### config.mk
export PLATFORM = sky130hd
export DESIGN_NAME = instr_encoder
export DESIGN_NICKNAME = d
export VERILOG_FILES = /design/src/rtl/instr_encoder.sv
export SDC_FILE = /design/constraint.sdc
export NUM_CORES = 1
export LEC_CHECK = 0
export CAP_MARGIN = 25
export CORE_MARGIN = 3
export CORE_UTILIZATION = 54
export CTS_CLUSTER_SIZE = 20
export DETAILED_ROUTE_END_ITERATION = 8
export PLACE_DENSITY = 0.95
export SLEW_MARGIN = 20
export SYNTH_ARGS = -nofsm -noshare
export SYNTH_HDL_FRONTEND = slang
export SYNTH_SLANG_ARGS = --single-unit
### constraint.sdc
create_clock -name clk -period 4.5 [get_ports clk]
set_input_delay 0.9 -clock clk [delete_from_list [all_inputs] [get_ports clk]]
set_output_delay 0.9 -clock clk [all_outputs]
set_load 0.05 [all_outputs]
### src/rtl/instr_encoder.sv
// RV32I instruction encoder and program writer: packs decoded fields into 32-bit words,
// queues them in a 2-entry FIFO and streams them to consecutive instruction-memory words.
module instr_encoder #(
    parameter int unsigned ADDR_W = 12
) (
    input  logic              clk,
    input  logic              rst_n,
    input  logic              in_valid,
    output logic              in_ready,
    input  logic [2:0]        in_type,
    input  logic [4:0]        rd,
    input  logic [4:0]        rs1,
    input  logic [4:0]        rs2,
    input  logic [2:0]        funct3,
    input  logic [6:0]        funct7,
    input  logic [31:0]       imm,
    input  logic              load_start,
    input  logic [ADDR_W-1:0] start_addr,
    output logic              wr_en,
    input  logic              wr_ready,
    output logic [ADDR_W-1:0] wr_addr,
    output logic [31:0]       wr_data,
    output logic              err,
    output logic [15:0]       words_written,
    output logic              busy
);

    typedef enum logic [2:0] {
        TyR      = 3'd0,
        TyIAlu   = 3'd1,
        TyLoad   = 3'd2,
        TyStore  = 3'd3,
        TyBranch = 3'd4,
        TyJal    = 3'd5,
        TyLui    = 3'd6,
        TyJalr   = 3'd7
    } instr_type_e;

    localparam logic [6:0] OpR      = 7'b0110011;
    localparam logic [6:0] OpIAlu   = 7'b0010011;
    localparam logic [6:0] OpLoad   = 7'b0000011;
    localparam logic [6:0] OpStore  = 7'b0100011;
    localparam logic [6:0] OpBranch = 7'b1100011;
    localparam logic [6:0] OpJal    = 7'b1101111;
    localparam logic [6:0] OpLui    = 7'b0110111;
    localparam logic [6:0] OpJalr   = 7'b1100111;

    logic [31:0]       fifo_q [2];
    logic [31:0]       fifo_d [2];
    logic              rd_ptr_q, rd_ptr_d;
    logic              wr_ptr_q, wr_ptr_d;
    logic [1:0]        count_q, count_d;
    logic [ADDR_W-1:0] addr_q, addr_d;
    logic              err_q, err_d;
    logic [15:0]       words_q, words_d;

    logic [31:0] enc_word;
    logic        enc_legal;
    logic        fit12, fit13, fit21;
    logic        accept, push, pop;

    // An immediate fits N signed bits when all bits above N-1 equal the sign bit.
    assign fit12 = (&imm[31:11]) | ~(|imm[31:11]);
    assign fit13 = (&imm[31:12]) | ~(|imm[31:12]);
    assign fit21 = (&imm[31:20]) | ~(|imm[31:20]);

    always_comb begin
        enc_word  = 32'h0;
        enc_legal = 1'b1;
        case (instr_type_e'(in_type))
            TyR: begin
                enc_word = {funct7, rs2, rs1, funct3, rd, OpR};
            end
            TyIAlu: begin
                enc_word  = {imm[11:0], rs1, funct3, rd, OpIAlu};
                enc_legal = fit12;
            end
            TyLoad: begin
                enc_word  = {imm[11:0], rs1, funct3, rd, OpLoad};
                enc_legal = fit12;
            end
            TyStore: begin
                enc_word  = {imm[11:5], rs2, rs1, funct3, imm[4:0], OpStore};
                enc_legal = fit12;
            end
            TyBranch: begin
                enc_word  = {imm[12], imm[10:5], rs2, rs1, funct3, imm[4:1], imm[11], OpBranch};
                enc_legal = fit13 & ~imm[0];
            end
            TyJal: begin
                enc_word  = {imm[20], imm[10:1], imm[11], imm[19:12], rd, OpJal};
                enc_legal = fit21 & ~imm[0];
            end
            TyLui: begin
                enc_word  = {imm[31:12], rd, OpLui};
                enc_legal = ~(|imm[11:0]);
            end
            TyJalr: begin
                enc_word  = {imm[11:0], rs1, 3'b000, rd, OpJalr};
                enc_legal = fit12;
            end
            default: begin
                enc_word  = 32'h0;
                enc_legal = 1'b0;
            end
        endcase
    end

    assign busy     = (count_q != 2'd0);
    assign wr_en    = busy;
    assign in_ready = (count_q != 2'd2) && !load_start;
    assign wr_addr  = addr_q;
    // Show zero rather than a stale entry once the FIFO has drained.
    assign wr_data  = busy ? fifo_q[rd_ptr_q] : 32'h0;
    assign err           = err_q;
    assign words_written = words_q;

    assign accept = in_valid && in_ready;
    assign push   = accept && enc_legal;
    assign pop    = wr_en && wr_ready;

    always_comb begin
        fifo_d   = fifo_q;
        rd_ptr_d = rd_ptr_q;
        wr_ptr_d = wr_ptr_q;
        count_d  = count_q;
        addr_d   = addr_q;
        err_d    = err_q;
        words_d  = words_q;
        if (load_start) begin
            // Flush wins over any same-cycle push or completed write.
            rd_ptr_d = 1'b0;
            wr_ptr_d = 1'b0;
            count_d  = 2'd0;
            addr_d   = {start_addr[ADDR_W-1:2], 2'b00};
            err_d    = 1'b0;
            words_d  = 16'd0;
        end else begin
            if (push) begin
                fifo_d[wr_ptr_q] = enc_word;
                wr_ptr_d         = ~wr_ptr_q;
            end
            if (pop) begin
                rd_ptr_d = ~rd_ptr_q;
                addr_d   = addr_q + ADDR_W'(4);
                words_d  = words_q + 16'd1;
            end
            if (accept && !enc_legal) begin
                err_d = 1'b1;
            end
            count_d = count_q + 2'(push) - 2'(pop);
        end
    end

    always_ff @(posedge clk or negedge rst_n) begin
        if (!rst_n) begin
            fifo_q[0] <= 32'h0;
            fifo_q[1] <= 32'h0;
            rd_ptr_q  <= 1'b0;
            wr_ptr_q  <= 1'b0;
            count_q   <= 2'd0;
            addr_q    <= '0;
            err_q     <= 1'b0;
            words_q   <= 16'd0;
        end else begin
            fifo_q[0] <= fifo_d[0];
            fifo_q[1] <= fifo_d[1];
            rd_ptr_q  <= rd_ptr_d;
            wr_ptr_q  <= wr_ptr_d;
            count_q   <= count_d;
            addr_q    <= addr_d;
            err_q     <= err_d;
            words_q   <= words_d;
        end
    end

endmodule

### After elaboration in Yosys (flattened, before gate mapping)

Index checks and enable logic that the tools add are counted.
Widths: inputs -> output; s select.

| word-level totals | value |
|---|---|
| word-level logic and storage cells | 80 |
| bits in registers | 97 |
| output and inout port bits | 64 |
| input bits | 77 |

| cells by class | value |
|---|---|
| bitwise gates (word level) | 15 |
| add/subtract/negate cells | 4 |
| reductions and logical operators | 22 |
| multiplexer cells | 20 |
| equality and inequality tests | 8 |
| magnitude comparators | 3 |

Operators by type and width:

| cell | count |
|---|---|
| $pmux 32 s8 | 1 |
| $mux 32 | 5 |
| $bwmux 64 | 1 |
| $demux 32 s1 | 1 |
| $mux 16 | 2 |
| $mux 12 | 2 |
| $reduce_or 12->1 | 2 |
| $reduce_and 21->1 | 1 |
| $reduce_or 21->1 | 1 |
| $reduce_and 20->1 | 1 |
| $reduce_or 20->1 | 1 |
| $add 16x1->16 const B | 1 |
| $add 12x3->12 const B | 1 |
| $eq 3x3->1 const B | 4 |
| $reduce_and 12->1 | 1 |
| $not 1->1 | 8 |
| $reduce_bool 2->1 | 4 |
| $eq 3x2->1 const B | 2 |
| $logic_and 1x1->1 | 6 |
| $mux 1 | 6 |
| $ge 2x2->1 const B | 2 |
| $not 1->2 | 2 |
| $pmux 1 s4 | 1 |
| $reduce_or 4->1 | 1 |
| 11 further kinds | 15 |

### Logic depth before layout (Yosys ltp)

Gate-level depths: netlist (run 1).

| logic depth | value |
|---|---|
| depth after elaboration | 9 |
| depth in mapped cells | 11 |
| depth with buffers taken out | 10 |

### Worst setup path after synthesis (run 1)

No wires, ideal clock.

| timing path | value |
|---|---|
| path type | register to output |
| from | reg rd_ptr_q |
| to | out wr_data[1] |
| slack | 1470 ps |
| data required time | 3600 ps |
| arrival time | 2130 ps |
| stages on the path, launching flop included | 6 |
| buffers on the path | 3 |
| cells stage by stage | dfrtp_1 clkbuf_1 buf_1 mux2i_1 nor2_1 buf_4 |

| between the ends | value |
|---|---|
| cells in the longest elaborated chain, start to end | 5 |

Ends and longest elaborated chain:

| item | line | source |
|---|---|---|
| start: declaration | 50 | `logic rd_ptr_q, rd_ptr_d;` |
| start signal: assignment | 168 | `rd_ptr_q <= rd_ptr_d;` |
| $not 1->2 (not written as such) | 114 | `assign wr_data = busy ? fifo_q[rd_ptr_q] : 32'h0;` |
| $mux 32 (not written as such) (3 in a row) | 114 |  |
| $mux 32 | 114 |  |
| end: declaration | 22 | `output logic [31:0] wr_data,` |

Every way passes these cells. The select of a mux whose other input is x is not followed.

### Worst setup path after layout (run 1)

| timing path | value |
|---|---|
| from | reg rd_ptr_q |
| to | out wr_data[4] |

Same word-level chain as after synthesis.

==> results of run 1 <==
metrics by stage:
stage / utilization / setup slack, ns / cells
2_1_floorplan: - / 1.47 / 536
3_5_place_dp: 0.701 / 0.732 / 777
3_3_place_gp: 0.701 / 0.807 / 777
4_1_cts: 0.724 / 0.989 / 793
6_report: 0.724 / 0.988 / 793
5_1_grt: 0.724 / 0.868 / 793
power by group through the flow:
stage | registers, mW | clock network, mW | logic, mW
floorplan | 1.12 | 0 | 1.02
global placement | 1.13 | 0 | 1.46
detailed placement | 1.15 | 0 | 1.49
CTS | 1.13 | 0.658 | 1.50
global route | 1.15 | 0.697 | 1.59
finish | 1.13 | 0.649 | 1.50
cell usage after synthesis, types with 6 or more instances:
library cell	number	area, sq um
o22a_1	10	87.6
nand3_1	9	45.0
and3_1	6	37.5
mux2_1	11	124
mux2i_1	36	360
xor2_1	19	166
inv_1	9	33.8
nand4_1	13	81.3
mux2_2	25	282
o22ai_1	17	106
o21ai_0	32	160
nand2_1	35	131
nor2_1	59	221
a21oi_1	23	115
nor4_1	6	37.5
dfrtp_1	93	2330
clkbuf_1	20	75.1
mux2_4	29	435
layout make-up:
type / instances / area share
clock inverters: 6 / 0.0130
flip-flops and latches: 93 / 0.326
well taps: 133 / 0.0233
inverters: 11 / 0.00578
multi-input cells: 395 / 0.411
clock buffers: 10 / 0.0193
repair buffers: 145 / 0.202
kinds of logic after synthesis:
logic type / after synthesis / synth area share
flops: 93 / 0.421
simple gates: 156 / 0.136
buf+inv: 48 / 0.0489
compound gates: 109 / 0.131
other cells: 1 / 0.000679
xor+xnor: 23 / 0.0364
mux: 101 / 0.217
fa+ha+maj: 4 / 0.00906
flip-flops by register name (all words and copies together) (netlist names):
| register | flops |
|---|---|
| wr_addr | 10 |
| fifo_q | 62 |
| rd_ptr_q | 1 |
| err | 1 |
| words_written | 16 |
| count_q | 2 |
| wr_ptr_q | 1 |
routing by layer:
layer | GRT usage | up-vias | routed length (um) | share of wire
met3 | 0.0476 | 39 | 847 | 0.056
met2 | 0.466 | 185 | 7870 | 0.52
met4 | 0.0941 | 0 | 386 | 0.025
met1 | 0.347 | 2352 | 6110 | 0.40
li1 | - | 2155 | - | -
met5 | 0 | - | 0 | 0
placed cells by master (no fill, tap or decap), drive strengths merged, types with 5 or more instances in the layout:
master	Yosys	routed
or3	5	5
buf	17	10
nand4	13	13
o21ai	34	34
a21oi	23	23
nor2	59	59
mux2i	36	36
inv	9	11
nor2b	5	5
nand2	35	35
o22a	11	11
nor3	6	6
clkdlybuf4s50	0	135
xor2	19	19
clkbuf	20	10
dfrtp	93	93
or2	5	5
o22ai	18	18
nor4	7	7
nand3	9	9
mux2	65	65
and3	6	6
worst max-delay path by stage:
stage	start	endpoint	slack, ns	cells past startpoint
after floorplan	rd_ptr_q	wr_data[1]	1.47	5
after CTS	rd_ptr_q	wr_data[8]	0.99	3
after global routing	rd_ptr_q	wr_data[2]	0.87	3
after detailed placement	in_type[0]	fifo_q[49]	0.73	8
final	rd_ptr_q	wr_data[4]	0.99	3
after global placement	imm[15]	fifo_q[35]	0.81	8
==> results.env, run 1 <==
STATUS='complete, no violations'
FIRSTDRTPASSITERS=5
LAYOUT.FILLER_CELLS=707
DETAIL_ROUTE.WIRELENGTH_MM=15.2
PEAKVDDDROP_V=0.000374
ANT_NETS=0
WORST_HOLD_STARTPOINT='fifo_q[1]'
TOTAL_NUMBER_OF_VIAS=4731
ROOT_BUFFER='clkbuf_8'
SYNTH_TOP_FLOP_CELL='dfrtp_1'
SEQ_AREA_FRAC_SYNTH=0.421
SYNTH.DISTINCT_CELLS=54
WORSTREG2REGSTART='count_q[1]'
R2R_SLACK_NS=2.15
DETAILEDPLACEMENTHPWL_MM=11.0
MAXIMUM_NUMBER_OF_PINS_ON_ONE_NET_BEFORE_GLOBAL_ROUTE_REPAIR=65
CAP_VIOLATIONS=0
PLACE.PORT_BUFFERS=136
TIMING.CRITICAL_PATH.TO_TYPE='output port'
REGTOREGENDPOINT='fifo_q[49]'
CTS_REPAIR_RESIZE_COUNT=0
PLACEMENT.CELL_AREA_SQ_MM=0.00691
DIE_X_UM=107
TIMING.SETUP.TNS_NS=0
CLOCK-SINKS=93
CRIT_ARRIVAL_NS=2.61
CTS_SETUP_BUFFERS=0
FINAL-SETUP-VIOL-COUNT=0
RSZ0062_AT_GRT='false'
FINALCLOCKSKEW_NS=0.0116
SYNTH_ENABLE_FLOP_CELLS=0
POSTCTSHOLDBUFS=0
MAX-CLOCK-PATH-BUFFERS=2
N_ANTENNA_CELL=0
SYNTHESIS.YOSYS.WARNINGS=0
TIMING.CRITICAL_PATH.MAX_DELAY_FAMILY='flip-flops'
GRT_PASS1_VIAS=4784
MULTI_INPUT_GATE_AREA_IN_THE_FINAL_LAYOUT_SQ_MM=0.00294
GRT_OVERFLOW=0
GLOBAL_ROUTE_USAGE_SUM=0.272
LEAKAGEPOWER_nW=2.95
PLACE_CONGESTION=0.984
LAYOUT.NETS=736
FMAXACHIEVABLE_GHz=0.285
START_KIND='flop'
PIN_COUNT=141
TIMING.FINAL.HOLD_VIOLATIONS=0
DRC=0
MAX_SLEW_MARGIN=0.320
SETUP.WORST_PATH.CLASS='flop to output port'
SITE_ROW_COUNT=36
SLOWEST_DELAY_NS=1.05
YOSYS_REGISTER_BITS=93
SYNTH_CELLS=535
HOLD-WORST-SLACK_NS=0.474
FIRST_PASS_GRT_WIRE_LENGTH_MM=24.7
INSERTION_DELAY_NS=0.37
START_UTIL=0.560
CLOCK_TRANSITION_AT_THE_REGISTER_CLOCK_PINS_ON_THE_WORST_SETUP_AND_HOLD_PATHS_AFTER_CTS_NS=0.09
FP.DIEH_UM=107
SYN_TO_FINAL_GROWTH_PCT=29.2
DRT_ITER0_MARKERS=406
POWER_SWITCHING_mW=1.36
HOLD-PATH-ENDPOINT='fifo_q[1]'
CTS_INSERTED_BUFFERS=9
HOLD_PATH_CLASS='flop to flop'
FF2FF_PATH_DEPTH=7
WHS_PATH_DEPTH=1
TRITONCTS='built'
SYNTH-ASYNC-RESET-RATIO=1.00
SYNTHESIS.AREA_SQ_MM=0.00553
FINISH.INSTANCE_AREA_SQ_MM=0.00714
WL_PER_CELL_UM=19.2
GRT_ANTENNA_BEFORE_REPAIR=0
CRITICAL_PATH_PEAK_FANOUT=32
FINALCRITPERIODSHARE=0.780
POWER.SWITCHING_FRACTION=0.414
FINAL_MAX_SLEW_VIOL_COUNT=0
CP.BUFFERS_INVERTERS=1
CTS-HTREE-LEVELS=3
DIE_AREA_SQ_MM=0.0115
POWER.SHARE.SEQUENTIAL=0.345
AVGVIACOUNTPERCELL=5.97
CRIT_PATH_CELL_TRACE='mux2i_1 -> nor2_1 -> clkdlybuf4s50_1'
REQUIRED_WORST_ENDPOINT_NS=3.60
TOTAL_POWER_mW=3.28
CELLPOWERDENSITY_mW_PER_MM2=460
FIN_CRIT_NS=3.51
INTERNAL_POWER_mW=1.92
DRIVE_ABOVE_1_SHARE=0.147
POWER.SHARE.CLOCK=0.198
LAYOUT.AREA.SEQ_SQ_MM=0.00233
SYNTHESIS.AREA_PER_INSTANCE_SQ_UM=10.3
MAX_SLEW.WORST_PIN.SLEW_NS=1.02
COMB_POWER_SHARE=0.457
TIMING.CRITICAL_PATH.SLOWEST_STAGE_CELL='dfrtp_2'
CORE_AREA_SQ_MM=0.00986
Note: power is estimated with default switching activity, not from simulation.
==> run 2, diff against run 1 <==
--- a/config.mk
+++ b/config.mk
@@ -7,10 +7,10 @@
 export LEC_CHECK = 0
 export CAP_MARGIN = 25
 export CORE_MARGIN = 3
-export CORE_UTILIZATION = 54
+export CORE_UTILIZATION = 45
 export CTS_CLUSTER_SIZE = 20
 export DETAILED_ROUTE_END_ITERATION = 8
-export PLACE_DENSITY = 0.95
+export PLACE_DENSITY = 0.85
 export SLEW_MARGIN = 20
 export SYNTH_ARGS = -nofsm -noshare
 export SYNTH_HDL_FRONTEND = slang
==> constraint.sdc (replaced) <==
create_clock -name clk -period 3.15 [get_ports clk]
set_input_delay 0.63 -clock clk [delete_from_list [all_inputs] [get_ports clk]]
set_output_delay 0.63 -clock clk [all_outputs]
set_load 0.05 [all_outputs]
==> run 2 against run 1 <==
Net effect:
- sequential share of layout area is 1.2 points lower
- register-to-register slack got worse by 1.2 ns
- sequential cell count stayed put
- setup slack worse by 0.71 ns
- sequential power increased by 38%
- design area rose by 3.9%
- routed wire length shrank 0.58%
- clock power grew 66%
- total power increased by 48%
- largest cell class unchanged
==> results.env, run 2 (same netlist as run 1, synthesis figures left out) <==
STATUS='complete, no violations'
INSERTION_DELAY_NS=0.34  # -0.03 ns
SETUP.WORST_PATH.CLASS='input port to flop'
MAX_SLEW_MARGIN=0.565  # +0.245
CP.BUFFERS_INVERTERS=2  # +1
CTS-HTREE-LEVELS=3  # unchanged
GRT_OVERFLOW=0  # unchanged
CTS_INSERTED_BUFFERS=9  # unchanged
START_UTIL=0.472  # -0.0883
POWER.SWITCHING_FRACTION=0.404  # -0.0107
TRITONCTS='built'
LARGEST_REGISTER='fifo_q'
CRIT_ARRIVAL_NS=3.09  # +0.48 ns
CLOCK_TRANSITION_AT_THE_REGISTER_CLOCK_PINS_ON_THE_WORST_SETUP_AND_HOLD_PATHS_AFTER_CTS_NS=0.07  # -0.02 ns
TIMING.CRITICAL_PATH.MAX_DELAY_FAMILY='simple AND/OR/NAND/NOR gates'
FMAXACHIEVABLE_GHz=0.348
TIMING.CRITICAL_PATH.TO_TYPE='flop'
POWER.SHARE.CLOCK=0.221  # +0.023
FINAL-SETUP-VIOL-COUNT=0  # unchanged
FINALCRITPERIODSHARE=0.911
DRT_ITER0_MARKERS=332  # -18%
PLACE_CONGESTION=0.889  # -9.7%
NUMBER_OF_INSTANCES_IN_THE_PLACED_DESIGN=811  # +4.4%
GRT_PASS1_VIAS=4730  # -1.1%
MAX_SLEW.WORST_PIN.SLEW_NS=0.652  # -0.368 ns
FINAL_CELL_MIX='clkdlybuf4s50_1, dfrtp_1, nor2_1'
CLOCK-SINKS=93  # unchanged
GRT_ANTENNA_BEFORE_REPAIR=0  # unchanged
CTS_SETUP_BUFFERS=0  # unchanged
POWER.SHARE.SEQUENTIAL=0.321  # -0.024
WORSTREG2REGSTART='count_q[1]'
DRC=0  # unchanged
POWER_SWITCHING_mW=1.97  # +45%
RSZ0062_AT_GRT='false'
TOTAL_NUMBER_OF_VIAS=4676  # -1.2%
AVGVIACOUNTPERCELL=5.65  # -5.2%
ANT_NETS=0  # unchanged
CRIT_PATH_CELL_TRACE='clkdlybuf4s50_1 -> nor4_1 -> nand3_1 -> o32a_1 -> o22ai_4 -> nor2_1 -> ha_1 -> inv_1 -> ha_1 -> xnor2_1 -> nor2_1'
CTS_REPAIR_RESIZE_COUNT=0  # unchanged
FIRST_PASS_GRT_WIRE_LENGTH_MM=23.8  # -3.6%
CAP_VIOLATIONS=0  # unchanged
DRIVE_ABOVE_1_SHARE=0.193  # +0.0460
SLOWEST_DELAY_NS=0.45  # -0.60 ns
TIMING.SETUP.TNS_NS=0  # unchanged
ROOT_BUFFER='clkbuf_16'
WORSTSETUPSTARTPOINT='imm[27]'
PIN_COUNT=141  # unchanged
POSTCTSHOLDBUFS=0  # unchanged
DETAILEDPLACEMENTHPWL_MM=11.4  # +3.8%
CRITICAL_PATH_PEAK_FANOUT=4  # -88%
FP.DIEH_UM=117  # +9.0%
MAX-CLOCK-PATH-BUFFERS=2  # unchanged
INTERNAL_POWER_mW=2.91  # +51%
COMB_POWER_SHARE=0.458  # about the same
SITE_ROW_COUNT=39  # +8.3%
POST_LAYOUT_NONFILLER_INSTANCES=827  # +4.3%
PEAKVDDDROP_V=0.000505  # +35%
MOSTFREQUENTLAYOUTCELL='clkdlybuf4s50_1'
PLACE.PORT_BUFFERS=136  # unchanged
DIE_X_UM=117  # +9.0%
MAXIMUM_NUMBER_OF_PINS_ON_ONE_NET_BEFORE_GLOBAL_ROUTE_REPAIR=51  # -22%
HOLD_PATH_CLASS='input port to asynchronous set/reset pin'
GLOBAL_ROUTE_USAGE_SUM=0.223  # -0.0488
FINAL_MAX_SLEW_VIOL_COUNT=0  # unchanged
CELLPOWERDENSITY_mW_PER_MM2=657  # +43%
LAYOUT.NETS=760  # +3.3%
FIRSTDRTPASSITERS=5  # unchanged
TOTAL_POWER_mW=4.87  # +48%
MAX_FFS_PER_REGISTER=62  # unchanged
DIE_AREA_SQ_MM=0.0136  # +19%
LAYOUT.FILLER_CELLS=962  # +36%
TIMING.FINAL.HOLD_VIOLATIONS=0  # unchanged
LEAKAGEPOWER_nW=3.13  # +6.3%
SYN_TO_FINAL_GROWTH_PCT=34.2
TIMING.CRITICAL_PATH.SLOWEST_STAGE_CELL='clkdlybuf4s50_1'
N_ANTENNA_CELL=0  # unchanged
WL_PER_CELL_UM=18.3  # -4.7%
FIN_CRIT_NS=2.87
CORE_AREA_SQ_MM=0.0117  # +19%
FINALCLOCKSKEW_NS=0.00790  # -0.00366 ns
START_KIND='input port'
DETAIL_ROUTE.WIRELENGTH_MM=15.1  # -0.58%
REQUIRED_WORST_ENDPOINT_NS=3.37  # -0.23 ns
run 2: changes by cell type in the layout (fill, tap and decap cells not counted), sizes merged:
cell	previous run	this run
inv	11	9
buf	10	46
bufinv	2	1
clkinv	2	6
clkdlybuf4s50	135	123
clkinvlp	2	1
run 2: worst paths after layout:
path / slack [ns] / depth (start not counted) / to
worst max-delay path: 0.28 / 11 / count_q[1]
worst min-delay path: 0.30 / 1 / fifo_q[6]
worst max register to register: 0.92 / 10 / count_q[1]
worst min register to register: 0.48 / 1 / fifo_q[33]
max in group asynchronous: 2.09 / 2 / words_written[8]
min in group clk: 0.48 / 1 / fifo_q[33]
run 2: per-stage QoR:
step | setup slack (ns) | hold slack, ns | cell area [sq um] | util
floorplan | 0.390 | 0.334 | 5530 | -
global placement | -0.0176 | 0.451 | 7120 | 0.608
detailed placement | -0.0566 | 0.454 | 7120 | 0.608
CTS | 0.309 | 0.328 | 7420 | 0.633
global route | 0.168 | 0.358 | 7420 | 0.633
finish | 0.279 | 0.305 | 7420 | 0.633
run 2: layer usage:
metal | global-route usage | routed length, um | up-vias
met3 | 0.0422 | 715 | 20
met4 | 0.0780 | 235 | 0
li1 | - | - | 2215
met2 | 0.375 | 7670 | 142
met5 | 0 | 0 | -
met1 | 0.290 | 6500 | 2299
run 2: layout make-up:
type,instances,area (sq um),area share
well taps,143,179,0.0241
clock inverters,6,65.1,0.00877
repair buffers,169,1640,0.221
flip-flops and latches,93,2330,0.314
clock buffers,10,229,0.0309
multi-input cells,395,2940,0.396
inverters,11,41.3,0.00557
run 2: power groups by stage:
stage               Clock [mW]  Combinational [mW]  Sequential [mW]
finish                    1.08                2.23             1.56
global route              1.14                2.36             1.60
CTS                       1.10                2.24             1.57
detailed placement           0                2.22             1.58
global placement             0                2.19             1.57
floorplan                    0                1.46             1.60
